### src/rtl/rbot_motion_pkg.sv
// Shared motion-control types: move-sequencer state encoding, face index type
// and default mechanical constants for the cube-solving robot.
package rbot_motion_pkg;

  localparam int NUM_MOTORS_DFLT    = 6;
  localparam int STEPS_PER_QTR_DFLT = 50;

  typedef logic [2:0] face_t;

  typedef enum logic [2:0] {
    IDLE,
    DIR_SETUP,
    PULSE_HI,
    PULSE_LO,
    SETTLE
  } state_t;

  // A command is legal when it asks for at least one quarter turn on an existing motor.
  function automatic logic cmd_legal(input face_t face, input logic [1:0] turns,
                                     input int num_motors);
    return (turns != 2'd0) && (int'(face) < num_motors);
  endfunction

endpackage

### src/rtl/tick_enable_gen.sv
// Clock-enable generator: one-cycle tick every CLK_DIV clocks while run is high;
// the count is held at zero whenever run is low so each run starts a fresh phase.
module tick_enable_gen #(
  parameter int CLK_DIV = 31250
) (
  input  logic clock,
  input  logic reset,
  input  logic run,
  output logic tick
);

  localparam int CNT_W = (CLK_DIV > 1) ? $clog2(CLK_DIV) : 1;
  localparam logic [CNT_W-1:0] LAST = CNT_W'(CLK_DIV - 1);

  logic [CNT_W-1:0] count;

  always_ff @(posedge clock or posedge reset) begin
    if (reset) begin
      count <= '0;
    end else if (!run || count == LAST) begin
      count <= '0;
    end else begin
      count <= count + 1'b1;
    end
  end

  assign tick = run && (count == LAST);

endmodule

### src/rtl/stepper_move_scheduler.sv
// Executes one face turn at a time: latches a command, sets dir, emits a timed
// step pulse train on the selected motor, then holds for a settle interval.
module stepper_move_scheduler
  import rbot_motion_pkg::*;
#(
  parameter int CLK_DIV       = 31250,
  parameter int STEPS_PER_QTR = STEPS_PER_QTR_DFLT,
  parameter int SETTLE_TICKS  = 40,
  parameter int NUM_MOTORS    = NUM_MOTORS_DFLT
) (
  input  logic                  clock,
  input  logic                  reset,
  input  logic                  move_valid,
  output logic                  move_ready,
  input  logic [2:0]            move_face,
  input  logic                  move_dir,
  input  logic [1:0]            move_turns,
  input  logic                  abort,
  output logic [NUM_MOTORS-1:0] step,
  output logic [NUM_MOTORS-1:0] dir,
  output logic                  busy,
  output logic                  done,
  output logic                  err
);

  localparam int STEP_W   = $clog2(3 * STEPS_PER_QTR + 1);
  localparam int SETTLE_W = (SETTLE_TICKS > 1) ? $clog2(SETTLE_TICKS) : 1;
  localparam logic [SETTLE_W-1:0] SETTLE_LAST = SETTLE_W'(SETTLE_TICKS - 1);

  state_t              state;
  face_t               face;
  logic [STEP_W-1:0]   steps_left;
  logic [SETTLE_W-1:0] settle_cnt;
  logic                tick;
  logic                run;
  logic                legal;

  // Dropping run in the abort cycle clears the tick phase, so a command accepted
  // right after an abort still gets a full DIR_SETUP tick.
  assign run        = (state != IDLE) && !abort;
  assign legal      = cmd_legal(move_face, move_turns, NUM_MOTORS);
  assign move_ready = (state == IDLE);
  assign busy       = (state != IDLE);

  tick_enable_gen #(
    .CLK_DIV(CLK_DIV)
  ) u_tick (
    .clock(clock),
    .reset(reset),
    .run  (run),
    .tick (tick)
  );

  always_ff @(posedge clock or posedge reset) begin
    if (reset) begin
      state      <= IDLE;
      face       <= '0;
      steps_left <= '0;
      settle_cnt <= '0;
      step       <= '0;
      dir        <= '0;
      done       <= 1'b0;
      err        <= 1'b0;
    end else begin
      // NOTE: non-blocking assignments throughout, so every branch below reads the
      // pre-edge value of state/steps_left and the defaults here are safely overridden.
      done <= 1'b0;
      err  <= 1'b0;
      if (state != IDLE && abort) begin
        state <= IDLE;
        step  <= '0;
      end else begin
        unique case (state)
          IDLE: begin
            if (move_valid) begin
              if (legal) begin
                face            <= move_face;
                steps_left      <= STEP_W'(int'(move_turns) * STEPS_PER_QTR);
                dir[move_face]  <= move_dir;
                state           <= DIR_SETUP;
              end else begin
                err <= 1'b1;
              end
            end
          end
          DIR_SETUP: begin
            if (tick) begin
              state      <= PULSE_HI;
              step[face] <= 1'b1;
            end
          end
          PULSE_HI: begin
            if (tick) begin
              state      <= PULSE_LO;
              step       <= '0;
              steps_left <= steps_left - 1'b1;
            end
          end
          PULSE_LO: begin
            if (tick) begin
              if (steps_left == '0) begin
                state      <= SETTLE;
                settle_cnt <= '0;
              end else begin
                state      <= PULSE_HI;
                step[face] <= 1'b1;
              end
            end
          end
          SETTLE: begin
            if (tick) begin
              if (settle_cnt == SETTLE_LAST) begin
                state <= IDLE;
                done  <= 1'b1;
              end else begin
                settle_cnt <= settle_cnt + 1'b1;
              end
            end
          end
          default: state <= IDLE;
        endcase
      end
    end
  end

  // Only one motor may ever be stepping, and only while a pulse is in progress.
  a_step_onehot: assert property (@(posedge clock) disable iff (reset) $onehot0(step));
  a_step_only_hi: assert property (@(posedge clock) disable iff (reset)
                                   (state != PULSE_HI) |-> (step == '0));
  a_done_idle: assert property (@(posedge clock) disable iff (reset)
                                done |-> (state == IDLE));

endmodule

### config.mk
export PLATFORM = sky130hd
export DESIGN_NAME = stepper_move_scheduler
export DESIGN_NICKNAME = d
export VERILOG_FILES = /design/src/rtl/rbot_motion_pkg.sv /design/src/rtl/tick_enable_gen.sv /design/src/rtl/stepper_move_scheduler.sv
export SDC_FILE = /design/constraint.sdc
export NUM_CORES = 1
export LEC_CHECK = 0
export ABC_AREA = 1
export CAP_MARGIN = 0
export CORE_MARGIN = 2
export CORE_UTILIZATION = 58
export DETAILED_ROUTE_END_ITERATION = 16
export MAX_ROUTING_LAYER = met4
export PLACE_DENSITY = 0.8
export REMOVE_ABC_BUFFERS = 1
export SLEW_MARGIN = 40
export SYNTH_ARGS = -nofsm -noshare
export SYNTH_HDL_FRONTEND = slang
export SYNTH_SLANG_ARGS = --single-unit
### constraint.sdc
create_clock -name clock -period 2 [get_ports clock]
set_input_delay 0.3 -clock clock [delete_from_list [all_inputs] [get_ports clock]]
set_output_delay 0.3 -clock clock [all_outputs]
set_load 0.01 [all_outputs]
==> results of run 1 <==
[where the power goes]
group | internal [mW] | switching, mW | leakage [nW]
clock | 0.243 | 0.328 | 0.0450
combinational | 0.699 | 0.958 | 0.910
sequential | 1.22 | 0.175 | 0.630
total | 2.16 | 1.46 | 1.59
[flip-flops by register name (all words and copies together), names as in the netlist]
register	flops
done	1
face	3
dir	6
u_tick.count	15
settle_cnt	6
err	1
steps_left	8
step	6
state	3
[per-layer routing]
| layer | vias to the layer above | share of wire, % | wire length [um] |
|---|---|---|---|
| met4 | 0 | 1.5 | 85 |
| met3 | 12 | 4.5 | 262 |
| met2 | 58 | 47 | 2730 |
| met1 | 1162 | 47 | 2750 |
| met5 | - | 0 | 0 |
| li1 | 1298 | - | - |
[area by class of cell]
class                   count  area [um2]
inverters                  48         180
flip-flops and latches     49        1230
fillers                   398        1380
clock inverters             2        10.0
clock buffers               6        72.6
well taps                  67        83.8
repair buffers             36         348
multi-input cells         273        1450
[worst max-delay path, stage by stage, from the launching register on]
cell	delay, ns
dfrtp_1	0.44
nor2_4	0.17
nand2_4	0.10
clkdlybuf4s50_1	0.49
[cells by family (layout without fill, tap and decap cells)]
family / count (synthesis) / in the layout / synth area share, %
AOI/OAI and AO/OA: 62 / 62 / 13.2
and+or+nand+nor: 199 / 199 / 32.3
buffers and inverters: 53 / 92 / 7.53
adders and majority gates: 7 / 7 / 3.03
xor gates and xnor gates: 5 / 5 / 1.52
DFF: 49 / 49 / 42.4
[worst min-delay path by stage]
stage,start,end,slack [ns],depth (start not counted)
after floorplan,move_valid,err,0.41,2
after global placement,steps_left[0],steps_left[0],0.47,2
after detailed placement,steps_left[0],steps_left[0],0.47,2
after CTS,reset,state[1],0.36,3
after global routing,reset,state[1],0.40,3
final,reset,state[1],0.35,3
[placed cells by master, fill, tap and decap left out, drive strengths merged, types with 5 or more instances in the layout]
master / count
o211ai: 6
clkdlybuf4s50: 24
nand2: 90
o21ai: 33
nor2: 57
nand4: 5
dfrtp: 49
ha: 7
buf: 11
inv: 48
nand3: 26
a21oi: 18
nor3: 13
clkbuf: 6
==> impl_metrics.py, run 1 <==
metrics = {
    "synth": {
        "yosys_warnings": 0,
        "yosys.area.top_type": "dfrtp_1",
        "synth_ff_type": "dfrtp_1",
        "synth_cell_types": 36,
        "synth_common_cells": "nand2_1, nor2_1, dfrtp_1",
        "syn_inst": 375,
        "synth_seq_cells": 49,
        "seq_area_frac_synth_pct": 42.4,
        "synth_top_area_share_pct": 42.4,
        "synth-edff-count": 0,
        "synth_area_per_cell_um2": 7.71,
        "post-synth-top-count-cell": "nand2_1",
        "ys_async_sr_fraction_pct": 100,
        "ys_top_cells_by_area": "dfrtp_1, nand2_1, nor2_1",
        "syn_area_um2": 2890,
    },
    "clock_network": {
        "cts.sinks": 49,
        "holdBufCountCts": 0,
        "clk_latency_ns": 0.31,
        "cts_root_buf": "clkbuf_8",
        "cts.htree.levels": 2,
        "clk_pin_slew_worst_paths_ns": 0.10,
        "clockBufferDepth": 2,
        "cts_tree": "yes",
        "post-cts-setup-buffers": 0,
        "cts_buffers": 5,
        "post_cts_resized": 0,
    },
    "final_layout": {
        "nets": 430,
        "final_area_um2": 3370,
        "final_util_pct": 71.0,
        "drive_above_1_share_pct": 14.5,
        "final_cells": 481,
        "diodes": 0,
        "area_delta_synth_final_pct": 16.8,
    },
    "timing": {
        "max_slew_margin_pct": 73.8,
        "worst_slack_ns": 0.191,
        "fin_crit_ns": 1.81,
        "timing.hold.ws_ns": 0.354,
        "finalSetupViolCount": 0,
        "finalHoldViolCount": 0,
        "setup_tns_ns": 0,
        "finalCritPeriodShare_pct": 90.4,
        "tightestPinTransition_ns": 0.390,
        "rsz0062_at_grt": "false",
        "skew_ns": 0.0127,
        "slew_viol_final": 0,
        "fmax_mhz": 553,
    },
    "place": {
        "hpwl_um": 4310,
        "gp_congestion": 0.868,
        "numPortBuffers": 25,
        "place_area_um2": 3280,
        "preCtsSetupSlack_ns": -0.129,
        "placed_cells": 473,
    },
    "critical_path": {
        "crit_type": "reg2out",
        "crit_start": "state[0]",
        "ff2ff_path_depth": 10,
        "end_kind": "output pin",
        "ff2ff_setup_slack_ns": 0.25,
        "cp.required_ns": 1.70,
        "startpoint_type": "register",
        "critical_path_arrival_ns": 1.51,
        "cp_max_fo": 5,
        "endpoint": "busy",
        "r2r-start": "steps_left[0]",
        "r2r-end": "step[4]",
    },
    "power_and_ir_drop": {
        "peakVddDrop_uv": 700,
        "power.total_mw": 3.62,
        "power.leakage_nw": 1.59,
        "power.density_nw_per_um2": 1070,
    },
    "global_routing": {
        "grt_usage_pct": 23.7,
        "grt_use_met1_pct": 30.9,
        "antenna_found_initial": 0,
        "met2_usage_pct": 37.2,
        "grtUsageMet3_pct": 5.01,
        "grt_max_degree": 50,
        "grt_pass1_vias": 2361,
        "grt_pass1_wl_um": 10000,
        "top_usage_layer": "met2",
        "grt_overflow": 0,
    },
    "detailed_routing": {
        "drt_wl_total_um": 5830,
        "drc_errors": 0,
        "ant_nets": 0,
        "wl_per_cell_um": 12.1,
        "first_pass_iters": 4,
        "drt-initial-drc-count": 139,
        "avgViaCountPerCell": 5.26,
        "vias": 2530,
    },
    "job": {
        "drv_cap": 0,
    },
    "floorplanning": {
        "start_util_pct": 60.8,
        "core_um2": 4750,
        "fp-row-count": 25,
        "die_x_um": 74.6,
        "fp.dieH_um": 74.6,
        "ioPinCount": 26,
        "die-area_um2": 5560,
    },
    "status": {
        "status": "finished, final reports clean",
    },
    "worst_hold_path": {
        "hp-class": "in2async",
    },
}
Note: power is estimated with default switching activity, not from simulation.
==> run 2, diff against run 1 <==
--- a/config.mk
+++ b/config.mk
@@ -8,12 +8,11 @@
 export ABC_AREA = 1
 export CAP_MARGIN = 0
 export CORE_MARGIN = 2
-export CORE_UTILIZATION = 58
+export CORE_UTILIZATION = 62
 export DETAILED_ROUTE_END_ITERATION = 16
 export MAX_ROUTING_LAYER = met4
-export PLACE_DENSITY = 0.8
+export PLACE_DENSITY = 0.85
 export REMOVE_ABC_BUFFERS = 1
-export SLEW_MARGIN = 40
 export SYNTH_ARGS = -nofsm -noshare
 export SYNTH_HDL_FRONTEND = slang
 export SYNTH_SLANG_ARGS = --single-unit
==> constraint.sdc (replaced) <==
create_clock -name clock -period 2.2 [get_ports clock]
set_input_delay 0.33 -clock clock [delete_from_list [all_inputs] [get_ports clock]]
set_output_delay 0.33 -clock clock [all_outputs]
set_load 0.01 [all_outputs]
==> run 2 against run 1 <==
Routed wire length increased by 1.3%. Critical path depth increased by 1. Hold slack improved by 0.035 ns. Total power decreased by 10%. Largest power group unchanged. Final cell count decreased by 4.8%.
==> impl_metrics.py, run 2 (synthesis results as in run 1) <==
metrics = {
    "detailed_routing": {
        "avgViaCountPerCell": 5.46,
        "wl_per_cell_um": 12.9,
        "drt_wl_total_um": 5900,
        "ant_nets": 0,
        "vias": 2502,
        "first_pass_iters": 4,
        "drt-initial-drc-count": 160,
        "drc_errors": 0,
    },
    "clock_network": {
        "clockBufferDepth": 2,
        "post_cts_resized": 0,
        "post-cts-setup-buffers": 0,
        "cts_buffers": 5,
        "cts.htree.levels": 2,
        "cts_tree": "yes",
        "clk_latency_ns": 0.30,
        "holdBufCountCts": 0,
        "cts_root_buf": "clkbuf_8",
        "cts.sinks": 49,
        "clk_pin_slew_worst_paths_ns": 0.09,
    },
    "final_layout": {
        "drive_above_1_share_pct": 12.8,
        "nets": 423,
        "largest_reg_flops": 15,
        "final_util_pct": 74.7,
        "area_delta_synth_final_pct": 14.1,
        "fillers": 356,
        "final_common_cell": "nand2_1",
        "largest-register": "u_tick.count",
        "final_cell_mix": "nand2_1, nor2_1, dfrtp_1",
        "multiInputGateArea_um2": 1450,
        "seq_area_um2": 1230,
        "top_regs": "u_tick.count (15), steps_left (8)",
        "diodes": 0,
    },
    "global_routing": {
        "grt_overflow": 0,
        "grt_pass1_vias": 2404,
        "grt_max_degree": 50,
        "antenna_found_initial": 0,
        "grt_usage_pct": 26.1,
        "grt_pass1_wl_um": 10400,
    },
    "job": {
        "drv_cap": 0,
    },
    "timing": {
        "fmax_mhz": 506,
        "worst_slack_ns": 0.223,
        "fin_crit_ns": 1.98,
        "finalHoldViolCount": 0,
        "skew_ns": 0.00780,
        "slew_viol_final": 0,
        "timing.hold.ws_ns": 0.389,
        "rsz0062_at_grt": "false",
        "finalCritPeriodShare_pct": 89.9,
        "max_slew_margin_pct": 75.6,
        "finalSetupViolCount": 0,
        "tightestPinTransition_ns": 0.363,
        "setup_tns_ns": 0,
    },
    "critical_path": {
        "slowest_delay_ns": 0.56,
        "crit_slowest_cell": "clkdlybuf4s50_1",
        "ff2ff_setup_slack_ns": 0.32,
        "path_cells": "nor2_4, nand2_4, inv_2, clkdlybuf4s50_1",
        "crit_type": "reg2out",
        "startpoint_type": "register",
        "cp_top_family": "buffers and inverters",
        "cp.required_ns": 1.87,
        "end_kind": "output pin",
        "critical_path_arrival_ns": 1.65,
        "cp_num_buf_inv": 2,
        "cp_max_fo": 5,
    },
    "worst_hold_path": {
        "hp-class": "in2async",
    },
    "place": {
        "gp_congestion": 0.880,
        "numPortBuffers": 25,
        "hpwl_um": 4310,
        "preCtsSetupSlack_ns": 0.0199,
    },
    "power_and_ir_drop": {
        "power.leakage_nw": 1.54,
        "power.density_nw_per_um2": 985,
        "peakVddDrop_uv": 602,
        "power.total_mw": 3.25,
    },
    "floorplanning": {
        "core_um2": 4410,
        "fp-row-count": 24,
        "start_util_pct": 65.5,
        "die_x_um": 72.3,
        "die-area_um2": 5220,
        "fp.dieH_um": 72.3,
        "ioPinCount": 26,
    },
    "status": {
        "status": "finished, final reports clean",
    },
}
run 2: per-stage QoR:
| stage | instance area [um2] | cells |
|---|---|---|
| 6_report | 3300 | 458 |
| 2_1_floorplan | 2850 | 370 |
| 4_1_cts | 3300 | 458 |
| 3_5_place_dp | 3210 | 451 |
| 5_1_grt | 3300 | 458 |
| 3_3_place_gp | 3210 | 451 |
run 2: worst register-to-register path, delay by kind of cell, from the launching register on:
kind	cells	cell delay [ns]
flip-flops	1	0.40
AND/OR/NAND/NOR	7	1.05
AO/OA/AOI/OAI	1	0.06
buffers and inverters	1	0.06
adder cells (fa/ha/maj)	1	0.18
run 2: final cells by class:
| cell class | instances | area share [%] |
|---|---|---|
| clock buffers | 7 | 2.62 |
| well taps | 52 | 1.97 |
| inverters | 48 | 5.46 |
| repair buffers | 29 | 8.88 |
| flip-flops and latches | 49 | 37.2 |
| multi-input cells | 273 | 43.9 |
run 2: final timing paths:
kind	start	endpoint	cells past startpoint
worst max register to register	u_tick.count[1]	step[4]	10
min in group clock	u_tick.count[0]	u_tick.count[0]	1
worst min-delay path	reset	u_tick.count[11]	3
worst min register to register	u_tick.count[0]	u_tick.count[0]	1
worst max-delay path	state[0]	move_ready	4
max in group asynchronous	reset	u_tick.count[1]	3
run 2: report_power, final:
| part | total [mW] | internal (mW) | switching, mW |
|---|---|---|---|
| Clock | 0.538 | 0.250 | 0.288 |
| Combinational | 1.43 | 0.582 | 0.851 |
| Sequential | 1.27 | 1.11 | 0.164 |
| Total | 3.25 | 1.94 | 1.30 |
run 2: layer usage:
layer,GRT usage [%],up-vias,share of wire [%]
met2,41.3,58,47
met3,6.11,11,5.5
met4,8.39,0,1.5
met5,-,-,0
met1,33.4,1149,46
li1,-,1284,-
==> patch, RTL diff (settings of run 1) <==
`CLK_DIV` is set to 31250 in 2 places; all go to 62500.
--- a/src/rtl/tick_enable_gen.sv
+++ b/src/rtl/tick_enable_gen.sv
@@ -3,3 +3,3 @@
 module tick_enable_gen #(
-  parameter int CLK_DIV = 31250
+  parameter int CLK_DIV = 62500
 ) (
--- a/src/rtl/stepper_move_scheduler.sv
+++ b/src/rtl/stepper_move_scheduler.sv
@@ -5,3 +5,3 @@
 #(
-  parameter int CLK_DIV       = 31250,
+  parameter int CLK_DIV       = 62500,
   parameter int STEPS_PER_QTR = STEPS_PER_QTR_DFLT,
Function: no difference found for any inputs over 10 cycles, from zero or initial values and one cycle with reset high; that may be too few to reach the edited logic, so the function may still have changed.
==> patch against run 1 <==
Fmax is 1.6% lower; cell area is 3.4% higher; core utilization is 1.8 points lower; die area is 3.6% higher; area after synthesis is 3.8% higher; final cell count is 4.2% higher; clock power is 7.2% higher; via count is 3.8% higher; routed wire length is 7.2% higher; setup slack worse by 29 ps; sequential cell count is 1 higher; first-iteration DRC count is 3.6% lower; total power is 5.8% higher; sequential power is 4% higher; critical path type is now in2reg; highest routed layer unchanged.
==> patch: results (changes against run 1) <==
met2 layer wire length in the routed design 3000 um (was 2730 um); number of flip-flops and latches 50 (was 49); mean routed wirelength per cell 12.5 um (was 12.1 um); portion of the post-synthesis area used by sequential elements 0.417 (was 0.424); layout multi-input combinational cell count 285 (was 273); relative slew slack 0.708 (was 0.738); DR vias 2625 (was 2530); leading cell types by count after synthesis sky130_fd_sc_hd__nand2_1, sky130_fd_sc_hd__nor2_1, sky130_fd_sc_hd__dfrtp_1 (unchanged); number of buffers outside the clock class in the layout 35 (was 36); number of nets in the layout 446 (was 430); count of cells along the worst register-to-register path 9 (was 10); share of the synthesized area in compound gates (AO/OA/AOI/OAI) 0.111 (was 0.132); wire length of the first global-routing pass 11200 um (was 10000 um); met3 demand-to-capacity share in global routing 0.0429 (was 0.0501); critical-path maximum fanout 12 (was 5); worst slack at placement -158 ps (was -129 ps); number of inserted filler cells in the final layout 428 (was 398); Max VDD drop 0.725 mV (was 0.700 mV); adder and majority cell fraction of the synthesized area 0.0250 (was 0.0303); slowest stage delay, CP 510 ps (was 490 ps); met1 routing resource usage after global routing 0.311 (was 0.309); HPWL reported at the end of detailed placement 4780 um (was 4310 um); metal1 wirelength 2910 um (was 2750 um); invs w/o clock 53 (was 48); upper clock frequency limit 0.544 GHz (was 0.553 GHz); M2 GR Usage 0.396 (was 0.372); end point of the critical path dir[0] (was busy); placed standard-cell area 3390 um2 (was 3280 um2); Area growth, synth to finish 16.3% (was 16.8%); fraction of area in multi-input gates 0.433 (was 0.431); leakage component of the power 1.65 nW (was 1.59 nW); area share of buffers outside the clock network 0.100 (was 0.103); combined flip-flop and latch cell area 1250 um2 (was 1230 um2); worst r2r src u_tick.count[0] (was steps_left[0]); Clock-cell share 0.0262 (was 0.0245); worst reg2reg path endpoint steps_left[3] (was step[4]); Clock Skews 8.64 ps (was 12.7 ps); internal power contribution 2.27 mW (was 2.16 mW); CLK BUF 7 (was 6); Synth Area in XOR/XNOR 0.0175 (was 0.0152); Synth Area per Inst 7.62 um2 (was 7.71 um2); maximum number of pins on one net before global-route repair 33 (was 50); count of non-filler cells in the finished layout 501 (was 481); placed cells 493 (was 473); metal3 WL 256 um (was 262 um); status completed (unchanged); worst endpoint data arrival time 2010 ps (was 1510 ps)
patch: changes by cell type in the layout (fill, tap and decap cells not counted), moves of 3 or more:
cell                      before  now
sky130_fd_sc_hd__nand3_1      23   32
sky130_fd_sc_hd__a21oi_1      15    7
sky130_fd_sc_hd__nand2_1      79   96
sky130_fd_sc_hd__nor2_1       52   55
sky130_fd_sc_hd__o21ai_0      22   17
sky130_fd_sc_hd__nand2_2       8    4
sky130_fd_sc_hd__nor3b_1       0    4
patch: worst min path at each step:
stage | endpoint | slack (ps) | cells past startpoint
floorplan | done | 370 | 1
global placement | u_tick.count[0] | 450 | 1
detailed placement | u_tick.count[0] | 460 | 1
CTS | u_tick.count[15] | 320 | 2
global route | u_tick.count[5] | 360 | 2
finish | settle_cnt[3] | 310 | 2
patch: repair_timing:
action / CTS / global route
setup endpoints to repair: 1 / 1
cloned: 0 / 0
resized for setup: 3 / 2
hold buffers: 0 / 0
patch: stage by stage:
stage          setup TNS (ps)   util  power, mW
4_1_cts                     0  0.691       3.84
2_1_floorplan               0      -       2.60
5_1_grt                     0  0.692       4.15
6_report                    0  0.692       3.83
3_5_place_dp            -1020  0.672       3.22
3_3_place_gp                0  0.672       3.18
patch: cells by family after synthesis:
family / count (synthesis)
fa+ha+maj: 6
compound gates: 50
buf+inv: 59
flops: 50
xor+xnor: 6
simple gates: 223
patch: power by group through the flow:
stage	logic [mW]	registers (mW)	clock network (mW)
6_report	1.76	1.46	0.613
4_1_cts	1.76	1.46	0.623
2_1_floorplan	1.13	1.47	0
3_3_place_gp	1.72	1.46	0
5_1_grt	2.00	1.50	0.657
3_5_place_dp	1.76	1.46	0
